===== config.mk =====
export PLATFORM = sky130hd
export DESIGN_NAME = tsq_rgs
export DESIGN_NICKNAME = d
export VERILOG_FILES = /design/src/rtl/tsq_rgs_pkg.sv /design/src/rtl/tsq_rgs_rd_seq.sv /design/src/rtl/tsq_rgs.sv
export SDC_FILE = /design/constraint.sdc
export NUM_CORES = 1
export LEC_CHECK = 0
export ABC_CLOCK_PERIOD_IN_PS = 5150
export BUFFER_PORTS_ARGS = -buffer_cell sky130_fd_sc_hd__buf_4
export CAP_MARGIN = 15
export CORE_MARGIN = 2
export CORE_UTILIZATION = 40
export DETAILED_ROUTE_END_ITERATION = 16
export PLACE_DENSITY = 0.66
export SLEW_MARGIN = 20
export SYNTH_ARGS = -nofsm -noshare
export SYNTH_HDL_FRONTEND = slang
export SYNTH_SLANG_ARGS = --single-unit

===== constraint.sdc =====
create_clock -name clk -period 5.15 [get_ports clk]
set_input_delay 1.03 -clock clk [delete_from_list [all_inputs] [get_ports clk]]
set_output_delay 1.03 -clock clk [all_outputs]
set_load 0.02 [all_outputs]

===== src/rtl/tsq_rgs_pkg.sv =====
// Shared definitions for the timestamp-queue register bank.
// Holds the register map offsets, the STAT word bit positions, the CTRL
// reset-field shift and the per-channel read sequencer state encoding.
package tsq_rgs_pkg;

  // Register map (byte offsets).
  localparam int unsigned CTRL_OFS     = 32'h00;
  localparam int unsigned IRQ_MASK_OFS = 32'h04;
  localparam int unsigned IRQ_STAT_OFS = 32'h08;
  localparam int unsigned CH_BASE      = 32'h10;
  localparam int unsigned CH_STRIDE    = 32'h10;
  localparam int unsigned STAT_OFS     = 32'h0;
  localparam int unsigned DHI_OFS      = 32'h4;
  localparam int unsigned DLO_OFS      = 32'h8;

  // CTRL: pop request in bit c, queue reset in bit CTRL_RST_SHIFT+c.
  localparam int unsigned CTRL_RST_SHIFT = 8;

  // Channel STAT word bit positions.
  localparam int unsigned STAT_BUSY_BIT  = 31;
  localparam int unsigned STAT_OK_BIT    = 30;
  localparam int unsigned STAT_ERR_BIT   = 29;
  localparam int unsigned STAT_EMPTY_BIT = 28;

  typedef enum logic [1:0] {
    SEQ_IDLE = 2'd0,
    SEQ_POP  = 2'd1,
    SEQ_WAIT = 2'd2,
    SEQ_CAP  = 2'd3
  } seq_state_e;

endpackage


===== src/rtl/tsq_rgs_rd_seq.sv =====
// One channel's read sequencer: pops a queue entry, waits out the queue
// read latency, captures the head data into a 64-bit holding register.
// Ports:
//   clk, rst   clock, synchronous active-high reset
//   pop_req    pop command pulse (already masked by a same-write queue reset)
//   q_rst_req  queue reset command pulse; aborts the channel
//   q_empty    queue empty flag
//   q_data     queue head data
//   q_rd_en    one-cycle pop pulse to the queue
//   busy/ok/err channel status flags
//   hold       captured entry, zero-extended to 64 bits
//   cap_done   high in the cycle whose closing edge performs the capture
module tsq_rd_seq
  import tsq_rgs_pkg::*;
#(
  parameter int unsigned Q_DATA_W = 64,
  parameter int unsigned RD_LAT   = 1
) (
  input  logic                clk,
  input  logic                rst,
  input  logic                pop_req,
  input  logic                q_rst_req,
  input  logic                q_empty,
  input  logic [Q_DATA_W-1:0] q_data,
  output logic                q_rd_en,
  output logic                busy,
  output logic                ok,
  output logic                err,
  output logic [63:0]         hold,
  output logic                cap_done
);

  // WAIT dwells RD_LAT-1 cycles; RD_LAT==1 skips WAIT entirely.
  localparam logic [1:0] CNT_INIT = 2'((RD_LAT > 1) ? RD_LAT - 2 : 0);

  seq_state_e state, state_nx;
  logic [1:0] cnt;
  logic       accept, reject;

  assign accept = (state == SEQ_IDLE) && pop_req && !q_empty;
  assign reject = (state == SEQ_IDLE) && pop_req && q_empty;

  always_ff @(posedge clk) begin
    if (rst) begin
      state <= SEQ_IDLE;
      cnt   <= '0;
      hold  <= '0;
      ok    <= 1'b0;
      err   <= 1'b0;
    end else begin
      state <= state_nx;
      if (q_rst_req) begin
        cnt  <= '0;
        hold <= '0;
        ok   <= 1'b0;
        err  <= 1'b0;
      end else begin
        if (accept) begin
          ok  <= 1'b0;
          err <= 1'b0;
        end else if (reject) begin
          err <= 1'b1;
        end
        if (state == SEQ_POP) begin
          cnt <= CNT_INIT;
        end else if ((state == SEQ_WAIT) && (cnt != '0)) begin
          cnt <= cnt - 2'd1;
        end
        if (state == SEQ_CAP) begin
          hold <= 64'(q_data);
          ok   <= 1'b1;
        end
      end
    end
  end

  always_comb begin
    state_nx = state;
    if (q_rst_req) begin
      state_nx = SEQ_IDLE;
    end else begin
      case (state)
        SEQ_IDLE: if (accept) state_nx = SEQ_POP;
        SEQ_POP:  state_nx = (RD_LAT > 1) ? SEQ_WAIT : SEQ_CAP;
        SEQ_WAIT: if (cnt == '0) state_nx = SEQ_CAP;
        SEQ_CAP:  state_nx = SEQ_IDLE;
        default:  state_nx = SEQ_IDLE;
      endcase
    end
  end

  always_comb begin
    q_rd_en  = (state == SEQ_POP);
    busy     = (state != SEQ_IDLE);
    cap_done = (state == SEQ_CAP) && !q_rst_req;
  end

endmodule


===== src/rtl/tsq_rgs.sv =====
// Register bank and read sequencer for NUM_Q timestamp queues.
// Ports:
//   clk, rst          clock, synchronous active-high reset
//   wr_in, rd_in      bus write / read strobes
//   addr_in           byte address (bits [1:0] ignored)
//   data_in           write data
//   data_out          registered read data, held between reads
//   rd_valid_out      data_out valid, one cycle after rd_in
//   q_rst_out         per-channel queue reset pulse
//   q_rd_en_out       per-channel queue pop pulse
//   q_empty_in        per-channel queue empty flag
//   q_stat_in         packed per-channel queue fill status, ch0 in LSBs
//   q_data_in         packed per-channel queue head data, ch0 in LSBs
//   irq_out           registered |(IRQ_STAT & IRQ_MASK)
module tsq_rgs
  import tsq_rgs_pkg::*;
#(
  parameter int unsigned NUM_Q    = 2,
  parameter int unsigned Q_DATA_W = 64,
  parameter int unsigned Q_STAT_W = 8,
  parameter int unsigned RD_LAT   = 1,
  parameter int unsigned ADDR_W   = 8
) (
  input  logic                         clk,
  input  logic                         rst,
  input  logic                         wr_in,
  input  logic                         rd_in,
  input  logic [ADDR_W-1:0]            addr_in,
  input  logic [31:0]                  data_in,
  output logic [31:0]                  data_out,
  output logic                         rd_valid_out,
  output logic [NUM_Q-1:0]             q_rst_out,
  output logic [NUM_Q-1:0]             q_rd_en_out,
  input  logic [NUM_Q-1:0]             q_empty_in,
  input  logic [NUM_Q*Q_STAT_W-1:0]    q_stat_in,
  input  logic [NUM_Q*Q_DATA_W-1:0]    q_data_in,
  output logic                         irq_out
);

  logic [31:0]      addr_w;
  logic [31:0]      ch_off;
  logic [31:0]      ch_idx;
  logic [31:0]      reg_off;
  logic             ctrl_wr, mask_wr, stat_wr;
  logic [NUM_Q-1:0] pop_req, qrst_req;
  logic [NUM_Q-1:0] busy, ok, err, cap_done;
  logic [63:0]      hold [NUM_Q];
  logic [31:0]      stat_word [NUM_Q];
  logic [NUM_Q-1:0] irq_mask, irq_stat, stat_nx;
  logic [31:0]      rd_data;
  logic             unused_data_bits;

  // Only the low command/mask bits of data_in carry meaning.
  assign unused_data_bits = ^data_in;

  assign addr_w  = 32'(addr_in & ~ADDR_W'(3));
  assign ch_off  = addr_w - CH_BASE;
  assign ch_idx  = ch_off / CH_STRIDE;
  assign reg_off = ch_off % CH_STRIDE;

  assign ctrl_wr = wr_in && (addr_w == CTRL_OFS);
  assign mask_wr = wr_in && (addr_w == IRQ_MASK_OFS);
  assign stat_wr = wr_in && (addr_w == IRQ_STAT_OFS);

  for (genvar g = 0; g < NUM_Q; g++) begin : g_ch
    // A queue reset in the same write suppresses the pop.
    assign qrst_req[g] = ctrl_wr && data_in[CTRL_RST_SHIFT+g];
    assign pop_req[g]  = ctrl_wr && data_in[g] && !qrst_req[g];

    tsq_rd_seq #(
      .Q_DATA_W (Q_DATA_W),
      .RD_LAT   (RD_LAT)
    ) u_seq (
      .clk       (clk),
      .rst       (rst),
      .pop_req   (pop_req[g]),
      .q_rst_req (qrst_req[g]),
      .q_empty   (q_empty_in[g]),
      .q_data    (q_data_in[g*Q_DATA_W +: Q_DATA_W]),
      .q_rd_en   (q_rd_en_out[g]),
      .busy      (busy[g]),
      .ok        (ok[g]),
      .err       (err[g]),
      .hold      (hold[g]),
      .cap_done  (cap_done[g])
    );

    always_comb begin
      stat_word[g]                 = '0;
      stat_word[g][STAT_BUSY_BIT]  = busy[g];
      stat_word[g][STAT_OK_BIT]    = ok[g];
      stat_word[g][STAT_ERR_BIT]   = err[g];
      stat_word[g][STAT_EMPTY_BIT] = q_empty_in[g];
      stat_word[g][15:0]           = 16'(q_stat_in[g*Q_STAT_W +: Q_STAT_W]);
    end
  end

  // W1C first, then capture sets win, then a queue reset clears outright.
  always_comb begin
    stat_nx = irq_stat;
    if (stat_wr) stat_nx = stat_nx & ~data_in[NUM_Q-1:0];
    stat_nx = (stat_nx | cap_done) & ~qrst_req;
  end

  always_comb begin
    rd_data = '0;
    if (addr_w == IRQ_MASK_OFS) begin
      rd_data = 32'(irq_mask);
    end else if (addr_w == IRQ_STAT_OFS) begin
      rd_data = 32'(irq_stat);
    end else if (addr_w >= CH_BASE) begin
      for (int unsigned c = 0; c < NUM_Q; c++) begin
        if (ch_idx == c) begin
          case (reg_off)
            STAT_OFS: rd_data = stat_word[c];
            DHI_OFS:  rd_data = hold[c][63:32];
            DLO_OFS:  rd_data = hold[c][31:0];
            default:  rd_data = '0;
          endcase
        end
      end
    end
  end

  always_ff @(posedge clk) begin
    if (rst) begin
      irq_mask     <= '0;
      irq_stat     <= '0;
      irq_out      <= 1'b0;
      q_rst_out    <= '0;
      rd_valid_out <= 1'b0;
      data_out     <= '0;
    end else begin
      if (mask_wr) irq_mask <= data_in[NUM_Q-1:0];
      irq_stat     <= stat_nx;
      irq_out      <= |(irq_stat & irq_mask);
      q_rst_out    <= qrst_req;
      rd_valid_out <= rd_in;
      if (rd_in) data_out <= rd_data;
    end
  end

endmodule


* Yosys cells after proc, flatten, opt, wreduce, memory -nomap -nowiden
Cells that the tools add are included.
** Storage, ports and cells
- Register bits :: 180
- Input port bits :: 190
- Output and inout bits :: 38
** Operators by class
- Add/subtract/negate cells :: 3
- Order comparisons :: 1
- Equality and inequality tests :: 15
- Mux-type cells :: 18
- Bitwise gates (word level) :: 6
- Reductions and logical operators :: 45
** Operators by type and width (number)
- $pmux W32 S3 :: 2
- $mux W32 :: 5
- $logic_not A32 Y1 :: 3
- $eq A28 B1 Y1 const B :: 1
- $logic_and A1 B1 Y1 :: 19
- $pmux W2 S4 :: 2
- $reduce_bool A2 Y1 :: 6
- $reduce_or A3 Y1 :: 4
- $mux W2 :: 5
- $sub A8 B5 Y9 const B :: 1
- $eq A2 B2 Y1 const B :: 4
- $ge A8 B5 Y1 const B :: 1
- $logic_not A2 Y1 :: 4
- $and A2 B2 Y2 :: 3
- $eq A6 B1 Y1 const B :: 1
- $eq A6 B2 Y1 const B :: 1
- $reduce_or A2 Y1 :: 3
- $eq A2 B1 Y1 const B :: 2
- $eq A4 B3 Y1 const B :: 1
- $eq A4 B4 Y1 const B :: 1
- $logic_not A1 Y1 :: 4
- $mux W1 :: 4
- $ne A2 B1 Y1 const B :: 2
- $ne A2 B2 Y1 const B :: 2
- 4 further kinds :: 7

* Depth between registers and ports, before layout
- Word-level depth :: 9
- Depth in mapped cells :: 8
- Depth with buffers taken out :: 6

* Cells and area by module
Synthesis repeated with hierarchy kept, for this count alone.
** Second synthesis, totals
- Cells, all modules :: 827
- Area, all modules :: 7832.5 µm²
** Modules (own cells, without submodules)
- tsq_rd_seq :: times used 2, cells an instance 247, area an instance 2623.8 µm²
- tsq_rgs :: times used 1, cells an instance 333, area an instance 2585.0 µm²

* Worst setup path before layout
OpenSTA, ideal clock, no wires.
- Path type :: input to register
- Start point :: input port addr_in[4]
- End point :: register g_ch[0].u_seq.hold[45]
- Arrival time :: 2.315 ns
- Required time :: 5.035 ns
- Setup slack :: 2.720 ns
- Stages on the path :: 7
- Path through :: buf_6 > nor4_4 > a31o_1 > clkbuf_1 > buf_2 > buf_4 > nor2_1
** Between the ends
- Longest elaborated chain between the ends :: 4
** RTL lines
- start, declared :: line tsq_rgs.sv:28 : input logic [ADDR_W-1:0] addr_in,
- $logic_not A32 Y1 :: line tsq_rgs.sv:61 : assign ctrl_wr = wr_in && (addr_w == CTRL_OFS);
- $logic_and A1 B1 Y1 :: line tsq_rgs.sv:61
- $logic_and A1 B1 Y1 :: line tsq_rgs.sv:67 : assign qrst_req[g] = ctrl_wr && data_in[CTRL_RST_SHIFT+g];
- $reduce_or A2 Y1 (no line)
- end signal, assigned :: line tsq_rgs_rd_seq.sv:70 : hold <= 64'(q_data);
- end, declared :: line tsq_rgs_rd_seq.sv:29 : output logic [63:0] hold,
Every way passes these cells.
A chain may end at the register's enable or synchronous reset.

* Worst setup path in the final report
- Start point :: input port addr_in[3]
- End point :: register data_out[20]
** Between the ends
- Longest elaborated chain between the ends :: 8
- Elaborated cells between the ends (all ways) :: 16
- Classes of those cells :: 1 x add/sub; 1 x order compare; 5 x eq/ne; 7 x mux; 2 x reduce/logical
** RTL lines
- $sub A8 B5 Y9 :: line tsq_rgs.sv:57 : assign ch_off = addr_w - CH_BASE;
- $logic_not A32 Y1, or another cell as far along :: line tsq_rgs.sv:114 : case (reg_off)
- $pmux W32 S3 :: line tsq_rgs.sv:114
- $mux W32 (2 in series) :: line tsq_rgs.sv:113 : if (ch_idx == c) begin
- $mux W32 :: line tsq_rgs.sv:111 : end else if (addr_w >= CH_BASE) begin
- $mux W32 :: line tsq_rgs.sv:109 : end else if (addr_w == IRQ_STAT_OFS) begin
- $mux W32 (*) :: line tsq_rgs.sv:107 : if (addr_w == IRQ_MASK_OFS) begin
- end signal, assigned :: line tsq_rgs.sv:139 : if (rd_in) data_out <= rd_data;
- end, declared :: line tsq_rgs.sv:30 : output logic [31:0] data_out,
Mark *: on every way between the ends. The rest lies on a longest branch, timed or not.

==> flow_metrics.py <==
metrics = {
    "setup_path": {
        "end_kind": "register",
        "required_ns": 5.49,
        "start_kind": "primary input",
        "cp_max_fo": 35,
        "critical_path_class": "in2reg",
        "ff2ff_setup_slack_ns": 3.08,
        "arrival_ns": 3.32,
    },
    "drt": {
        "detail-route-antenna-nets": 0,
        "drtIter0Drc": 342,
        "drtPass1Iterations": 4,
        "wirelength_um": 21500,
        "routedWlPerCell_um": 17.6,
        "num_vias": 6224,
        "drc": 0,
        "routed_via_density": 5.10,
    },
    "run": {
        "maxCapViolCount": 0,
    },
    "sta": {
        "maxSlewViolCount": 0,
        "slew-limit-headroom_pct": 33.4,
        "finalCritPeriodShare_pct": 57.8,
        "tightest_slew_ns": 0.997,
        "clock_skew_ns": 0.00663,
        "finalCriticalPeriod_ns": 2.98,
        "fin_setup_tns_ns": 0,
        "report.final.setup_viol": 0,
        "hold-worst-slack_ns": 0.436,
        "fmax_mhz": 336,
        "hold_viol": 0,
        "rsz0062_at_grt": "no",
    },
    "cells_and_area": {
        "most-common-layout-cells": "205 x buf_4, 180 x dfxtp_1, 158 x nor2_1",
        "layout.cells.non_filler": 1220,
        "layout-area-overhead-vs-synth_pct": 28.7,
        "final_nets": 1151,
        "layout-drive-gt1-share_pct": 26.9,
        "final_cell_area_um2": 10000,
        "final_common_cell": "buf_4",
        "n_antenna_cell": 0,
    },
    "grt": {
        "grt_max_degree": 48,
        "grt_pass1_wl_um": 33100,
        "grt_pass1_vias": 6228,
        "antenna_found_initial": 0,
        "grt.total_usage_pct": 21.0,
        "globalRouteOverflowTotal": 0,
    },
    "yosys": {
        "synth_edf_count": 0,
        "yosysSeqAreaShare_pct": 46.4,
        "syn_nets": 993,
        "yosys_warnings": 0,
        "synthCells": 791,
        "ys_top_cells_by_area": "dfxtp_1 46%, mux2i_1 20%, nor2_1 7.6%",
        "async_flop_share_pct": 0,
        "avgSynthCellArea_um2": 9.82,
        "ys_ff_latch": 180,
        "syn_area_um2": 7760,
        "yosysTopAreaCellShare_pct": 46.4,
        "synth_top_flop_cell": "dfxtp_1",
        "synth_top_area_cell": "dfxtp_1",
        "ys_types": 48,
    },
    "floorplan": {
        "initial_utilization_pct": 41.1,
        "pin_count": 228,
        "dieWidth_um": 143,
        "rows": 50,
        "core_area_um2": 18900,
        "die_h_um": 143,
        "die_area_um2": 20500,
    },
    "cts": {
        "cts_resized": 0,
        "clock-root-buffer": "clkbuf_16",
        "insertion_delay_ns": 0.43,
        "cts_tree": "built",
        "cts.sinks": 180,
        "cts.clk_slew.worst_paths_ns": 0.06,
        "numCtsBuffers": 17,
        "cts_buffer_depth": 2,
        "cts-htree-levels": 4,
        "post_cts_buffers": 0,
        "ctsHoldBuffers": 0,
    },
    "placed_design": {
        "placed_cells": 1190,
        "dpl-instance-area_um2": 9390,
        "gp_congestion": 0.802,
        "dp_hpwl_um": 14900,
        "port_buffers": 197,
    },
    "pwr": {
        "power.density_nw_per_um2": 305,
        "power.leakage_nw": 3.78,
        "vdd_drop_max_uv": 232,
    },
    "status": {
        "status": "finished, final reports clean",
    },
    "hold_path": {
        "hp-class": "reg2reg",
    },
}
[logic make-up after synthesis]
kind of cell    synth area share [%]
xor+xnor                       0.226
simple gates                    12.5
fa+ha+maj                       1.93
mux                             20.1
compound gates                  14.1
flops                           46.4
buf+inv                         4.72
[state kept, by name, summed over array words and instances (netlist names)]
signal and cells:
data_out 32, irq_stat 2, irq_mask 2, irq_out 1, g_ch.u_seq.cnt 4, g_ch.u_seq.ok 2, g_ch.u_seq.hold 128, q_rst_out 2
g_ch.u_seq.state 4, g_ch.u_seq.err 2, rd_valid_out 1
[routing by layer]
layer	wire (um)	GRT usage, %	up-vias	part of all wire, %
met5	0	0	-	0
met4	366	6.30	0	1.7
met3	1740	6.93	23	8.1
met2	10400	36.0	177	48
met1	9010	25.0	2903	42
li1	-	-	3121	-
[cells in the mapped netlist, drive strengths merged, types with 2 or more instances]
cell,n
nor3,16
buf,37
a41oi,2
nor3b,3
a211o,2
a31o,2
o2bb2ai,18
xnor2,2
nand2b,2
a21boi,3
ha,12
a22o,7
inv,15
a2111oi,4
or3,2
nand2,27
o221ai,2
dfxtp,180
nand4,2
nor2,158
o21ai,4
a31oi,2
nor2b,6
mux2i,156
o311a,2
nand3,5
o21a,6
o221a,13
a22oi,50
a21oi,4
o22ai,7
clkbuf,30
[worst max-delay path: stages]
cell	delay (ns)
buf_4	0.36
nor2b_4	0.89
buf_4	0.40
a22oi_1	0.12
o221a_2	0.31
nor3_1	0.18
[cell type report]
type                    instances  area [um2]
inverters                      15        56.3
clock buffers                  23         488
flip-flops and latches        180        3600
well taps                     260         325
clock inverters                 7         123
fillers                      1782        8900
multi-input cells             529        3830
repair buffers                206        1570
[path summary, 6_finish.rpt]
check,start,cells after the start,end
worst max-delay path,addr_in[3],6,data_out[20]$_SDFFE_PP0P_
worst min-delay path,data_out[28]$_SDFFE_PP0P_,2,data_out[28]$_SDFFE_PP0P_
worst max register to register,g_ch[1].u_seq.state[1]$_SDFFE_PP0P_,4,g_ch[1].u_seq.hold[27]$_SDFFE_PP0P_
worst min register to register,data_out[28]$_SDFFE_PP0P_,2,data_out[28]$_SDFFE_PP0P_
[power breakdown]
part	switching [mW]	internal, mW
clock	0.541	0.812
combinational	0.142	0.137
sequential	0.0130	1.40
[stage by stage]
step	worst slack [ns]	power, mW	utilization (%)
floorplan	2.72	1.58	-
global placement	1.75	1.73	49.5
detailed placement	1.68	1.73	49.7
CTS	2.16	3.08	52.9
global route	2.01	3.15	52.9
finish	2.17	3.05	52.9
(Power assumes the default switching activity.)
